===== config.mk =====
export PLATFORM = sky130hd
export DESIGN_NAME = bus_arbiter_flat
export DESIGN_NICKNAME = d
export VERILOG_FILES = /design/src/rtl/bus_arbiter_if.sv /design/src/rtl/bus_arbiter.sv /design/src/flat_wrapper.sv
export SDC_FILE = /design/constraint.sdc
export NUM_CORES = 1
export LEC_CHECK = 0
export ABC_AREA = 1
export BUFFER_PORTS_ARGS = -buffer_cell sky130_fd_sc_hd__buf_4
export CORE_MARGIN = 2
export CORE_UTILIZATION = 35
export CTS_BUF_LIST = sky130_fd_sc_hd__clkbuf_8
export CTS_CLUSTER_DIAMETER = 100
export CTS_CLUSTER_SIZE = 25
export DETAILED_ROUTE_END_ITERATION = 12
export PLACE_DENSITY_LB_ADDON = 0.08
export RECOVER_POWER = 100
export SLEW_MARGIN = 20
export SYNTH_ARGS = -nofsm -noshare
export SYNTH_HDL_FRONTEND = slang
export SYNTH_SLANG_ARGS = --single-unit

===== constraint.sdc =====
create_clock -name clk -period 1.95 [get_ports clk]
set_input_delay 0.39 -clock clk [delete_from_list [all_inputs] [get_ports clk]]
set_output_delay 0.39 -clock clk [all_outputs]
set_load 0.005 [all_outputs]

===== src/rtl/bus_arbiter_if.sv =====
// Handshake bundle between the requesters and the bus arbiter.
// With BUSARB_LOCK_EN defined the bundle also carries the lock request.
interface bus_arbiter_if #(
   parameter int NREQ = 4
);
   logic [NREQ-1:0]   req;
   logic [5*NREQ-1:0] src_sel;
   logic [NREQ-1:0]   grant;
   logic [4:0]        Control;
   logic              bus_valid;
   logic              timeout;
`ifdef BUSARB_LOCK_EN
   logic              lock;
`endif

   modport master (
      output req, src_sel,
`ifdef BUSARB_LOCK_EN
      output lock,
`endif
      input  grant, Control, bus_valid, timeout
   );

   modport slave (
      input  req, src_sel,
`ifdef BUSARB_LOCK_EN
      input  lock,
`endif
      output grant, Control, bus_valid, timeout
   );
endinterface


===== src/rtl/bus_arbiter.sv =====
// Round-robin bus arbiter: grants one requester, latches its 5-bit source code onto Control.
// Optional BUSARB_LOCK_EN adds a lock input that suppresses the MAX_HOLD forced release.
//
// state | meaning
// IDLE  | arbitrating, all outputs low
// GRANT | one requester owns the bus, Control frozen
// TURN  | single dead cycle after release, timeout may be high
module bus_arbiter #(
   parameter int NREQ     = 4,
   parameter int MAX_HOLD = 8
) (
   input logic             clk,
   input logic             clr_n,
   bus_arbiter_if.slave    bus
);
   localparam int PW = (NREQ > 1) ? $clog2(NREQ) : 1;

   typedef enum logic [1:0] {IDLE, GRANT, TURN} state_t;

   state_t            state_q;
   logic [NREQ-1:0]   grant_q;
   logic [4:0]        ctrl_q;
   logic              bus_valid_q;
   logic              timeout_q;
   logic [PW-1:0]     ptr_q;
   logic [7:0]        cnt_q;

   logic [NREQ-1:0]   valid;
   logic              hit;
   logic [PW-1:0]     pick;
   logic [4:0]        pick_code;
   logic              cur_req;
   logic              lock_hold;

`ifdef BUSARB_LOCK_EN
   assign lock_hold = bus.lock;
`else
   assign lock_hold = 1'b0;
`endif

   // Codes 11000..11111 do not name a bus source, so such a request is ignored.
   always_comb begin
      valid = '0;
      for (int i = 0; i < NREQ; i++) begin
         valid[i] = bus.req[i] & ~(bus.src_sel[5*i+4] & bus.src_sel[5*i+3]);
      end
   end

   always_comb begin
      logic [PW:0] idx;
      hit  = 1'b0;
      pick = '0;
      idx  = '0;
      for (int k = 1; k <= NREQ; k++) begin
         idx = {1'b0, ptr_q} + (PW+1)'(k);
         if (idx >= (PW+1)'(NREQ)) begin
            idx = idx - (PW+1)'(NREQ);
         end
         if (!hit && valid[idx[PW-1:0]]) begin
            hit  = 1'b1;
            pick = idx[PW-1:0];
         end
      end
   end

   always_comb begin
      pick_code = 5'b00000;
      for (int i = 0; i < NREQ; i++) begin
         if (pick == PW'(i)) begin
            pick_code = bus.src_sel[5*i +: 5];
         end
      end
   end

   // The owner keeps the bus on its raw req level; src_sel no longer matters once latched.
   assign cur_req = |(bus.req & grant_q);

   always_ff @(posedge clk or negedge clr_n) begin
      if (!clr_n) begin
         state_q     <= IDLE;
         grant_q     <= '0;
         ctrl_q      <= 5'b00000;
         bus_valid_q <= 1'b0;
         timeout_q   <= 1'b0;
         ptr_q       <= PW'(NREQ-1);
         cnt_q       <= 8'd0;
      end else begin
         case (state_q)
            IDLE: begin
               timeout_q <= 1'b0;
               if (hit) begin
                  state_q     <= GRANT;
                  grant_q     <= {{(NREQ-1){1'b0}}, 1'b1} << pick;
                  ctrl_q      <= pick_code;
                  bus_valid_q <= 1'b1;
                  ptr_q       <= pick;
                  cnt_q       <= 8'd1;
               end
            end
            GRANT: begin
               if (!cur_req) begin
                  state_q     <= TURN;
                  grant_q     <= '0;
                  ctrl_q      <= 5'b00000;
                  bus_valid_q <= 1'b0;
               end else if (cnt_q == 8'(MAX_HOLD) && !lock_hold) begin
                  state_q     <= TURN;
                  grant_q     <= '0;
                  ctrl_q      <= 5'b00000;
                  bus_valid_q <= 1'b0;
                  timeout_q   <= 1'b1;
               end else if (cnt_q != 8'(MAX_HOLD)) begin
                  cnt_q <= cnt_q + 8'd1;
               end
            end
            TURN: begin
               state_q   <= IDLE;
               timeout_q <= 1'b0;
            end
            default: begin
               state_q     <= IDLE;
               grant_q     <= '0;
               ctrl_q      <= 5'b00000;
               bus_valid_q <= 1'b0;
               timeout_q   <= 1'b0;
            end
         endcase
      end
   end

   assign bus.grant     = grant_q;
   assign bus.Control   = ctrl_q;
   assign bus.bus_valid = bus_valid_q;
   assign bus.timeout   = timeout_q;
endmodule


===== src/flat_wrapper.sv =====
// flat-port wrapper written by rule: the top's interface ports become plain ports
module bus_arbiter_flat 
#(
   parameter int NREQ     = 4,
   parameter int MAX_HOLD = 8
)
  (clk, clr_n, bus_req, bus_src_sel, bus_grant, bus_Control, bus_bus_valid, bus_timeout);
  bus_arbiter_if #(.NREQ(NREQ)) bus_i ();
  input logic clk;
  input logic clr_n;
  input wire logic [$bits(bus_i.req)-1:0] bus_req;
  input wire logic [$bits(bus_i.src_sel)-1:0] bus_src_sel;
  output wire logic [$bits(bus_i.grant)-1:0] bus_grant;
  output wire logic [$bits(bus_i.Control)-1:0] bus_Control;
  output wire logic [$bits(bus_i.bus_valid)-1:0] bus_bus_valid;
  output wire logic [$bits(bus_i.timeout)-1:0] bus_timeout;
  assign bus_i.req = bus_req;
  assign bus_i.src_sel = bus_src_sel;
  assign bus_grant = bus_i.grant;
  assign bus_Control = bus_i.Control;
  assign bus_bus_valid = bus_i.bus_valid;
  assign bus_timeout = bus_i.timeout;
  bus_arbiter #(.NREQ(NREQ), .MAX_HOLD(MAX_HOLD)) u_core (.clk(clk), .clr_n(clr_n), .bus(bus_i));
endmodule

# After elaboration in Yosys (flattened, before gate mapping)
# Cells that the tools add are included.
# word_totals
word_cells	115
latchBits	0
ramBits	0
in_bits	26
reg_bits	23
romBits	0
output_inout_bits	11
memories	0
# op_classes
addsub	9
muxes	48
magnitude_cmp	8
bitwise	14
mul	0
div	0
n_eq_ne	13
reduce_logical	15
n_shift	1
# ops
cell	n
two-way mux 5 bit	7
two-way mux 8 bit	4
two-way mux 2 bit	11
case mux 8 bit (2 select lines)	1
case mux 5 bit (3 select lines)	1
two-way mux 1 bit	14
>= comparator 3 bit (second input constant)	4
less-than comparator 2 x 3 -> 1 bit (second input constant)	4
two-way mux 4 bit	3
case mux 4 bit (3 select lines)	1
adder 8 x 1 -> 8 bit (second input constant)	1
bitwise AND 1 bit	8
binary-select mux 1 bit (select 2 bit)	4
equality test 8 x 4 -> 1 bit (second input constant)	1
!= test 2 x 1 -> 1 bit (second input constant)	4
!= test 8 x 4 -> 1 bit (second input constant)	1
subtractor 2 x 1 -> 2 bit (second input constant)	4
adder 2 x 2 -> 3 bit (second input constant)	2
equality test 2 bit (second input constant)	3
AND reduction 2 bit	3
inverter 1 bit	5
AND reduction 5 bit	1
bitwise AND 4 bit	1
equality test 2 x 1 -> 1 bit (second input constant)	2
other kinds (13)	18

# Longest topological paths before layout
# Gate-level depths: netlist of the first run.
# depth
ltp_word	22
depth_mapped	17

# Least setup slack after synthesis of the first run
# Ideal clock, no wire load.
# synth_path
path_type	reg-to-reg
start	register u_core.ptr_q[0]
end	register u_core.cnt_q[3]
t_required_ns	1.826
period_less_slack_ns	1.885
path_slack_ns	0.065
setup_time_ns	0.124
path_stages_with_launch	13
t_arrival_ns	1.762
cell_sequence	dfstp_2 > buf_4 > nand2_2 > nand2_4 > nand3_2 > nand2_4 > nand3_2 > o21ai_4 > nand2_2 > buf_6 > nand2_4 > xor2_2 > nor2_1
# synth_via
elab_chain_cells	17
elab_cells_between_ends	36
cone_classes	8 x add/sub; 4 x order compare; 1 x eq/ne; 16 x mux; 7 x reduce/logical
# synth_lines
item	line	text
start: declaration	bus_arbiter.sv:25	logic [PW-1:0] ptr_q;
start signal: assignment	bus_arbiter.sv:85	ptr_q <= PW'(NREQ-1);
start signal: assignment	bus_arbiter.sv:96	ptr_q <= pick;
adder 2 x 1 -> 3 bit	bus_arbiter.sv:55	idx = {1'b0, ptr_q} + (PW+1)'(k);
>= comparator 3 bit / subtractor 2 x 1 -> 2 bit (equally long branches)	bus_arbiter.sv:56, bus_arbiter.sv:57	
two-way mux 2 bit	bus_arbiter.sv:56	if (idx >= (PW+1)'(NREQ)) begin
binary-select mux 1 bit (select 2 bit)	bus_arbiter.sv:59	if (!hit && valid[idx[PW-1:0]]) begin
two-way mux 1 bit (implied by the code)	bus_arbiter.sv:59	
two-way mux 1 bit	bus_arbiter.sv:59	
logical NOT 1 bit	bus_arbiter.sv:59	
logical AND 1 bit	bus_arbiter.sv:59	
two-way mux 1 bit	bus_arbiter.sv:59	
logical NOT 1 bit	bus_arbiter.sv:59	
logical AND 1 bit	bus_arbiter.sv:59	
two-way mux 1 bit	bus_arbiter.sv:59	
logical NOT 1 bit	bus_arbiter.sv:59	
logical AND 1 bit	bus_arbiter.sv:59	
two-way mux 1 bit *	bus_arbiter.sv:59	
!= test 2 x 1 -> 1 bit (no source line) *	-	
AND reduction 5 bit (no source line) *	-	
end signal: assignment	bus_arbiter.sv:113	cnt_q <= cnt_q + 8'd1;
end: declaration	bus_arbiter.sv:26	logic [7:0] cnt_q;
# Every way passes the cells marked *; elsewhere a longest branch is shown, timed or not. The select of a mux whose other input is x is not followed.
# A chain may end at the register's enable or synchronous reset.

# Worst setup path in the final report of the first run
# layout_path
start	register u_core.ptr_q[0]
end	register u_core.ctrl_q[4], in the netlist u_core.bus.Control[4]
# layout_via
elab_chain_cells	22
elab_cells_between_ends	50
cone_classes	8 x add/sub; 4 x order compare; 4 x eq/ne; 26 x mux; 8 x reduce/logical
# layout_lines
item	line	text
adder 2 x 1 -> 3 bit	bus_arbiter.sv:55	
>= comparator 3 bit / subtractor 2 x 1 -> 2 bit (equally long branches)	bus_arbiter.sv:56, bus_arbiter.sv:57	
two-way mux 2 bit	bus_arbiter.sv:56	
binary-select mux 1 bit (select 2 bit)	bus_arbiter.sv:59	
two-way mux 1 bit (implied by the code)	bus_arbiter.sv:59	
two-way mux 1 bit	bus_arbiter.sv:59	
logical NOT 1 bit	bus_arbiter.sv:59	
logical AND 1 bit	bus_arbiter.sv:59	
(+3 left out)	-	
two-way mux 1 bit	bus_arbiter.sv:59	
logical NOT 1 bit	bus_arbiter.sv:59	
logical AND 1 bit	bus_arbiter.sv:59	
two-way mux 2 bit	bus_arbiter.sv:59	
logical NOT 2 bit	bus_arbiter.sv:69	if (pick == PW'(i)) begin
two-way mux 5 bit (4 in series)	bus_arbiter.sv:69	
two-way mux 5 bit	bus_arbiter.sv:91	if (hit) begin
case mux 5 bit (3 select lines)	bus_arbiter.sv:88	case (state_q)
end signal: assignment	bus_arbiter.sv:94	ctrl_q <= pick_code;
end: declaration	bus_arbiter.sv:22	logic [4:0] ctrl_q;
# Parallel ways exist; a longest one is shown, timed or not. The select of a mux whose other input is x is not followed.

==> metrics.yaml, run 1 <==
status:
  status: "finished with violations"
  violations: "negative setup slack"
die:
  ios: 37
  die_w_um: 71.9
  dieHeight_um: 71.9
  die_area_um2: 5170
  initial_utilization_pct: 36.8
  rows: 24
  coreArea_um2: 4380
sta:
  rsz0062_at_grt: "yes"
  post-route-period-util_pct: 109
  layout_min_cycle_time_ns: 2.13
  drv_slew: 0
  slew_headroom_pct: 13.7
  fin_hold_ws_ns: 0.380
  timing_hold_violations_final: 0
  skew_ns: 0.00327
  layout_setup_ws_ns: -0.184
  fmax_mhz: 469
  final-setup-viol-count: 16
  worst_pin_slew_ns: 1.29
route:
  vias_per_cell: 5.02
  wl_met1_mm: 2.28
  wirelength_mm: 5.00
  drtIter0Drc: 67
  antenna_left: 0
  first_pass_iters: 4
  drc: 0
  top_layer_used: "met4"
  met3WireLength_um: 184
  wl_per_cell_um: 13.7
  dr_wl_met2_mm: 2.43
  vias: 1837
clock_tree:
  cts_made_buffers: 3
  clk_pin_slew_ns: 0.09
  cts_tree: "built"
  clock_latency_ns: 0.27
  htree_levels: 1
  root_buffer: "clkbuf_8"
  clk_path_buf_depth: 2
  clock_sinks: 23
logic_synthesis:
  synth-xor-area-share_pct: 1.55
  synth_edf_count: 0
  ys_ff_latch: 23
  ys_types: 28
  yosysMostFrequentCell: "nand2_1"
  synth_compound_area_share_pct: 12.6
  netlist_top_cells_area: "dfrtp_1 33%, nand2_1 17%, nand3_1 6.8%"
  async_reset_ff_share_pct: 100
  synthAdderAreaFrac_pct: 1.55
  muxShareOfSynthArea_pct: 0
  netlist_top_cells_count: "73 x nand2_1, 24 x inv_1, 22 x nand3_1"
  synth_fp_nets: 256
  synth_flop_cell: "dfrtp_1"
  yosys.area_share.simple_pct: 40.6
  synth_top_area_share_pct: 32.6
  yosysSeqAreaShare_pct: 35.8
  syn_area_um2: 1610
  synth.avg_cell_area_um2: 7.07
  yosys.area.top_type: "dfrtp_1"
  synth_top_family_by_area: "simple AND/OR/NAND/NOR gates"
  ys_warn_count: 0
  synthCells: 228
layout:
  fin_area_um2: 2610
  fin_nets: 343
  fin_cells: 366
  area_growth_pct: 61.5
  drive_gt1_share_pct: 46.2
  antenna_cells: 0
place:
  gp_congestion: 0.816
  portBuffers: 36
  hpwl_mm: 3.33
  placed_cells: 342
  place_ws_ns: -0.134
  placed_area_um2: 2140
critical_path:
  path_max_fanout: 7
  worstSetupPathType: "reg -> reg"
  critPathLaunchType: "flop"
  worstPathRequired_ns: 2.11
  critPathArrivalTime_ns: 2.30
  worst_setup_path_end_kind: "flop"
pwr:
  ir_drop_mv: 0.714
  leakage_nw: 1.34
  total_power_mw: 5.02
  p_per_area_nw_per_um2: 1930
run:
  cap_violations: 0
global_route:
  grt.overflow.total: 0
  grt_pass1_vias: 1699
  grt_max_degree: 24
  antenna_found_initial: 0
  grt_pass1_wl_mm: 7.81
  grt_util_all_layers_pct: 19.0
min_path:
  min_path_type: "in -> async"
==> logic make-up (layout without fill, tap and decap cells) <==
kind of cell / Yosys count / count (layout)
AOI/OAI and AO/OA: 35 / 35
buffers and inverters: 31 / 115
xor gates and xnor gates: 2 / 2
DFF: 23 / 23
and+or+nand+nor: 135 / 137
adders and majority gates: 2 / 2
==> worst max-delay path: stages (launching register included) <==
cell and delay (ns):
dfstp_2 0.63, clkinv_4 0.13, nand3_2 0.10, nand3_1 0.13
nand2_4 0.14, nand2_4 0.06, nor2_4 0.14, nand2_2 0.07
nand2_2 0.08, nand2_4 0.09, or2_0 0.21, nand3_1 0.08
nand2_1 0.05, nand2_1 0.05, nand2_1 0.05
==> per-stage QoR <==
step                utilization (%)  setup TNS (ns)
floorplan                         -               0
global placement               48.8          -0.817
detailed placement             48.8          -0.747
CTS                            52.7          -0.412
global route                   59.4           -3.68
finish                         59.4           -1.54
==> final cells by class <==
class	instances	area, um^2
Fill cell	406	1780
Multi-Input combinational cell	176	1150
Timing Repair Buffer	82	639
Clock buffer	3	41.3
Sequential cell	23	578
Tap cell	52	65.1
Clock inverter	1	7.51
Inverter	29	121
==> placed cells by master (no fill, tap or decap), drive strengths merged, types with 2 or more instances in the layout <==
cell | synthesis | layout
dfstp | 2 | 2
dfrtp | 21 | 21
ha | 2 | 2
a22o | 3 | 3
nand3b | 3 | 3
nand2 | 86 | 88
o21ai | 24 | 24
nor4 | 2 | 2
nor2 | 11 | 11
clkbuf | 0 | 15
a21oi | 7 | 7
nand3 | 26 | 26
xor2 | 2 | 2
buf | 2 | 70
nand4 | 5 | 5
inv | 28 | 28
==> metal layers <==
metal,global-route usage [%],up-vias
li1,-,928
met1,26.9,853
met2,30.9,46
met4,5.03,0
met5,0,-
met3,2.39,10
==> sequential cells by signal (all words and copies together) (netlist names) <==
| name | count |
|---|---|
| u_core.state_q | 2 |
| u_core.bus.timeout | 1 |
| u_core.bus.grant | 4 |
| u_core.ptr_q | 2 |
| u_core.bus.Control | 5 |
| u_core.cnt_q | 8 |
| u_core.bus.bus_valid | 1 |
==> repair_timing <==
item,CTS,global route
buffers inserted,4,14
gates resized for setup,22,51
pin swaps,10,23
endpoints found under the setup margin,14,19
gates cloned,1,1
hold buffers,0,0
==> final timing paths <==
| check | slack (ns) | to | depth (start not counted) | start |
|---|---|---|---|---|
| max | -0.18 | u_core.bus.Control[4] | 14 | u_core.ptr_q[0] |
| min | 0.38 | u_core.cnt_q[7] | 1 | clr_n |
| max reg2reg | -0.18 | u_core.bus.Control[4] | 14 | u_core.ptr_q[0] |
| min reg2reg | 0.47 | u_core.bus.bus_valid | 2 | u_core.bus.bus_valid |
| max in group asynchronous | 0.81 | u_core.cnt_q[2] | 1 | clr_n |
| min in group clk | 0.42 | u_core.bus.Control[1] | 5 | bus_src_sel[16] |
==> report_power, final <==
| group | switching (mW) | total [mW] | internal [mW] |
|---|---|---|---|
| Combinational | 2.13 | 3.94 | 1.81 |
| Clock | 0.170 | 0.314 | 0.145 |
| Sequential | 0.113 | 0.766 | 0.654 |
Note: power is estimated with default switching activity, not from simulation.
==> run 2, diff against run 1 <==
--- a/config.mk
+++ b/config.mk
@@ -8,13 +8,14 @@
 export ABC_AREA = 1
 export BUFFER_PORTS_ARGS = -buffer_cell sky130_fd_sc_hd__buf_4
 export CORE_MARGIN = 2
-export CORE_UTILIZATION = 35
+export CORE_UTILIZATION = 38
 export CTS_BUF_LIST = sky130_fd_sc_hd__clkbuf_8
 export CTS_CLUSTER_DIAMETER = 100
 export CTS_CLUSTER_SIZE = 25
 export DETAILED_ROUTE_END_ITERATION = 12
 export PLACE_DENSITY_LB_ADDON = 0.08
 export RECOVER_POWER = 100
+export REMOVE_ABC_BUFFERS = 1
 export SLEW_MARGIN = 20
 export SYNTH_ARGS = -nofsm -noshare
 export SYNTH_HDL_FRONTEND = slang
==> run 2 against run 1 <==
Net effect: the flow still finishes with violations (negative setup slack); combinational power decreased by 9.9%; non-clock buffer count decreased by 3; setup slack improved by 0.022 ns; utilization increased by 2.7 points; hold slack got worse by 0.014 ns; sequential share of layout area increased by 0.91 points; critical path depth decreased by 2; global-route usage decreased by 0.058 points; cell count decreased by 1.4%; routed wire length decreased by 3.8%; via count decreased by 2.0%; flip-flop and latch count unchanged.
==> metrics.yaml, run 2 (synthesis gave the netlist of run 1 again) <==
status:
  status: "finished with violations"
  violations: "negative setup slack"
sta:
  timing_hold_violations_final: 0
  fin_hold_ws_ns: 0.366
  drv_slew: 0
  worst_pin_slew_ns: 1.27
  skew_ns: 0.00564
  layout_setup_ws_ns: -0.162
  layout_min_cycle_time_ns: 2.11
  rsz0062_at_grt: "yes"
  final-setup-viol-count: 19
  post-route-period-util_pct: 108
  fmax_mhz: 473
  slew_headroom_pct: 15.1
die:
  die_w_um: 69.1
  ios: 37
  initial_utilization_pct: 40.0
  coreArea_um2: 4030
  die_area_um2: 4780
  rows: 23
  dieHeight_um: 69.1
route:
  vias: 1800
  drtIter0Drc: 121
  vias_per_cell: 4.99
  antenna_left: 0
  wirelength_mm: 4.81
  first_pass_iters: 4
  drc: 0
  wl_per_cell_um: 13.3
place:
  placed_area_um2: 2120
  hpwl_mm: 3.30
  portBuffers: 36
  gp_congestion: 0.856
pwr:
  ir_drop_mv: 0.821
  p_per_area_nw_per_um2: 1850
  total_power_mw: 4.64
  leakage_nw: 1.29
clock_tree:
  clk_path_buf_depth: 2
  clk_pin_slew_ns: 0.09
  cts_made_buffers: 3
  postCtsHoldBufs: 0
  clock_latency_ns: 0.27
  clock_sinks: 23
  htree_levels: 1
  cts_tree: "built"
  root_buffer: "clkbuf_8"
critical_path:
  reg2reg_slack_ns: -0.16
  critPathBufInv: 4
  path_max_fanout: 7
  slowest_stage: "dfstp_2"
  cp-endpoint: "u_core.cnt_q[7]"
  worstPathRequired_ns: 2.11
  worstSetupPathType: "reg -> reg"
  ff2ff_path_depth: 12
  worst_setup_path_end_kind: "flop"
  slowest_delay_ns: 0.63
  critPathTopFamily: "flip-flops"
  r2r_start: "u_core.ptr_q[0]"
  critPathLaunchType: "flop"
  critical_path_depth: 12
  rr_endpoint: "u_core.cnt_q[7]"
  critPathArrivalTime_ns: 2.27
  cp_cell_sequence: "inv_4, nand2_2, nand2_4, buf_4, o21ai_2, nand3_4, o21ai_4, buf_6, buf_6, nand2_2, nand4_1, o21ai_0"
  cp-startpoint: "u_core.ptr_q[0]"
layout:
  area_growth_pct: 55.2
  drive_gt1_share_pct: 43.4
  layout_commonest_cell: "nand2_1"
  antenna_cells: 0
  fin_nets: 340
  largest-register: "u_core.cnt_q"
  fin_area_um2: 2500
  largest_reg_flops: 8
  layout_common_cells: "63 x nand2_1, 58 x buf_4, 23 x inv_1"
global_route:
  grt.overflow.total: 0
  grt_util_all_layers_pct: 19.0
  grt_max_degree: 24
  antenna_found_initial: 0
  grt_pass1_wl_mm: 7.53
  grt_pass1_vias: 1648
run:
  cap_violations: 0
min_path:
  min_path_type: "in -> async"
## run 2: cell types whose count changed in the layout (fill, tap and decap cells not counted), moves of 4 or more
cell	change
buf_4	-7
nand2_4	-4
buf_6	+4
nand2_1	+6
nand3_2	+4
## run 2: worst min-delay path by stage
stage          slack, ns  depth (start not counted)            start               endpoint
2_1_floorplan       0.09                          0            clr_n  u_core.bus.Control[0]
3_3_place_gp        0.31                          1            clr_n        u_core.cnt_q[7]
3_5_place_dp        0.31                          1            clr_n        u_core.cnt_q[7]
4_1_cts            0.002                          1            clr_n        u_core.cnt_q[7]
5_1_grt             0.43                          5  bus_src_sel[19]  u_core.bus.Control[4]
6_report            0.37                          1            clr_n        u_core.cnt_q[7]
## run 2: metal layers
metal / track usage, % / part of all wire, % / up-vias
li1: - / - / 915
met1: 26.7 / 47 / 828
met2: 31.2 / 47 / 49
met3: 2.78 / 4.6 / 8
met4: 3.49 / 1.5 / 0
met5: 0 / 0 / -
## run 2: area by class of cell
type	count	area (um^2)
repair buffers	79	616
clock inverters	1	7.51
inverters	29	111
multi-input cells	176	1090
flip-flops and latches	23	578
clock buffers	3	41.3
fillers	375	1530
well taps	50	62.6
## run 2: worst reg2reg max path, stage by stage, from the launching register on
cell	delay [ns]
dfstp_2	0.63
inv_4	0.09
nand2_2	0.08
nand2_4	0.07
buf_4	0.14
o21ai_2	0.18
nand3_4	0.10
o21ai_4	0.23
buf_6	0.15
buf_6	0.09
nand2_2	0.08
nand4_1	0.07
o21ai_0	0.09
## run 2: metrics by stage
stage / setup TNS [ns] / util, % / std cells / worst slack, ns
CTS: -0.193 / 56.8 / 347 / -0.0432
floorplan: 0 / - / 226 / 0.0569
finish: -1.86 / 62.1 / 361 / -0.162
global placement: -0.905 / 52.7 / 338 / -0.160
detailed placement: -0.862 / 52.7 / 338 / -0.158
global route: -4.18 / 62.1 / 361 / -0.295
## run 2: power by group
part	switching (mW)	leakage, nW	total (mW)	internal, mW
Combinational	1.94	0.973	3.55	1.61
Sequential	0.116	0.296	0.770	0.654
Clock	0.171	0.0217	0.315	0.145
## run 2: timing repair
item | in CTS | in global routing
setup buffers | 4 | 13
cloned | 1 | 1
setup endpoints to repair | 14 | 19
gates resized for setup | 21 | 36
pin swaps | 8 | 10
endpoints found under the hold margin | 0 | 0
==> run 3, diff against run 2 <==
--- a/config.mk
+++ b/config.mk
@@ -7,8 +7,10 @@
 export LEC_CHECK = 0
 export ABC_AREA = 1
 export BUFFER_PORTS_ARGS = -buffer_cell sky130_fd_sc_hd__buf_4
+export CELL_PAD_IN_SITES_DETAIL_PLACEMENT = 0
+export CELL_PAD_IN_SITES_GLOBAL_PLACEMENT = 2
 export CORE_MARGIN = 2
-export CORE_UTILIZATION = 38
+export CORE_UTILIZATION = 27
 export CTS_BUF_LIST = sky130_fd_sc_hd__clkbuf_8
 export CTS_CLUSTER_DIAMETER = 100
 export CTS_CLUSTER_SIZE = 25
==> run 3 against run 2 <==
Net effect: die area is 38% higher; critical path depth grew 3; combinational power increased by 2%; final area grew 1.6%; first-iteration DRC count fell by 39%; clock power is 6.7% lower; via count shrank 2.8%; routed wire length up 11%; the flow still finishes with violations (negative setup slack); clock skew fell by 0.0037 ns; register-to-register slack barely moved; flip-flop and latch count is the same; cell count is 6.4% higher.
==> metrics.yaml, run 3 (synthesis gave the netlist of run 1 again) <==
sta:
  layout_min_cycle_time_ns: 2.10
  fmax_mhz: 475
  rsz0062_at_grt: "yes"
  timing_hold_violations_final: 0
  drv_slew: 0
  layout_setup_ws_ns: -0.155
  skew_ns: 0.00194
  final-setup-viol-count: 14
  slew_headroom_pct: 11.2
  worst_pin_slew_ns: 1.33
  post-route-period-util_pct: 108
die:
  die_area_um2: 6610
  initial_utilization_pct: 27.6
  rows: 28
  ios: 37
  die_w_um: 81.3
  coreArea_um2: 5850
  dieHeight_um: 81.3
clock_tree:
  root_buffer: "clkbuf_8"
  clk_pin_slew_ns: 0.08
  cts_tree: "built"
  clock_sinks: 23
  htree_levels: 1
  clock_latency_ns: 0.26
  cts_made_buffers: 3
  clk_path_buf_depth: 2
  postCtsHoldBufs: 0
place:
  placed_cells: 368
  gp_congestion: 0.801
  portBuffers: 36
  hpwl_mm: 3.96
critical_path:
  slowest_delay_ns: 0.58
  worstSetupPathType: "reg -> reg"
  cp_cell_sequence: "buf_4, nand2_2, nand2_4, nand3_4, nand2_4, nand2_2, nor2_4, nand2_1, nand2_2, nand2_4, or2_0, nand3_1, nand2_1, nand2_1, nand2_1"
  worstPathRequired_ns: 2.11
  crit_top_cell: "nand2_1"
  path_max_fanout: 7
  worst_setup_path_end_kind: "flop"
  critPathArrivalTime_ns: 2.26
  slowest_stage: "dfstp_2"
  critPathLaunchType: "flop"
layout:
  layout_commonest_cell: "buf_4"
  antenna_cells: 0
  final_util_pct: 43.5
  area_growth_pct: 57.6
  drive_gt1_share_pct: 45.6
  layout_common_cells: "61 x buf_4, 58 x nand2_1, 24 x inv_1"
  fin_nets: 338
  fin_cells: 384
  largest-register: "u_core.cnt_q"
  n_fill_cell: 613
  largest_reg_flops: 8
route:
  drtIter0Drc: 74
  first_pass_iters: 4
  vias_per_cell: 4.55
  wl_per_cell_um: 13.9
  drc: 0
  vias: 1749
  antenna_left: 0
  wirelength_mm: 5.32
global_route:
  grt_pass1_vias: 1773
  grt_util_all_layers_pct: 17.1
  antenna_found_initial: 0
  grt_max_degree: 24
  grt_pass1_wl_mm: 8.68
  grt.overflow.total: 0
min_path:
  min_path_type: "in -> async"
pwr:
  leakage_nw: 1.28
  ir_drop_mv: 0.582
  p_per_area_nw_per_um2: 1840
status:
  status: "finished with violations"
  violations: "negative setup slack"
run:
  cap_violations: 0
## run 3: worst max-delay path: cells and delay by family, from the launching register on
family        cells  cell delay, ns
flops             1            0.58
buf+inv           1            0.12
simple gates     14            1.29
## run 3: what timing repair did
action	CTS	global route
setup endpoints to repair	18	19
cloned	2	0
resized for setup	39	27
pin swaps	6	8
endpoints found under the hold margin	0	0
setup buffers	8	2
## run 3: final timing paths
check                                      from                    end  slack [ns]  cells past startpoint
max                             u_core.ptr_q[0]  u_core.bus.Control[4]       -0.15                     15
min                                       clr_n        u_core.cnt_q[2]        0.40                      1
max reg2reg                     u_core.ptr_q[0]  u_core.bus.Control[4]       -0.15                     15
min reg2reg                u_core.bus.bus_valid   u_core.bus.bus_valid        0.49                      2
max in group asynchronous                 clr_n  u_core.bus.Control[0]        0.76                      1
min in group clk                bus_src_sel[17]  u_core.bus.Control[2]        0.42                      5
## run 3: layout make-up
class / count / area, um^2 / share of cell area [%]
Clock buffer: 3 / 41.3 / 1.62
Clock inverter: 1 / 3.75 / 0.148
Inverter: 29 / 123 / 4.82
Multi-Input combinational cell: 175 / 1110 / 43.6
Sequential cell: 23 / 578 / 22.7
Tap cell: 75 / 93.8 / 3.69
Timing Repair Buffer: 77 / 588 / 23.1
Timing Repair inverter: 1 / 7.51 / 0.295
## run 3: metal layers
metal / share of wire [%] / wire length [um] / vias up / track usage (%)
li1: - / - / 910 / -
met1: 45 / 2420 / 816 / 22.7
met2: 51 / 2730 / 21 / 30.3
met3: 2.8 / 150 / 2 / 1.67
met4: 0.34 / 18 / 0 / 3.05
met5: 0 / 0 / - / 0
## run 3: through the flow
stage	TNS, ns	worst slack (ns)	power, mW	instance area [um^2]	hold WS, ns
final	-1.36	-0.155	4.69	2540	0.404
after global routing	-3.72	-0.295	5.14	2540	0.435
after CTS	-0.857	-0.102	4.53	2450	0.0168
after detailed placement	-2.32	-0.181	3.61	2190	0.312
after global placement	-2.92	-0.256	3.66	2190	0.311
after floorplan	0	0.0569	2.40	1590	0.0944
## run 3: report_power, final
group	total (mW)	internal [mW]	leakage (nW)	switching [mW]
sequential	0.781	0.653	0.296	0.127
clock	0.294	0.141	0.0269	0.153
combinational	3.61	1.58	0.958	2.03
total	4.69	2.38	1.28	2.31
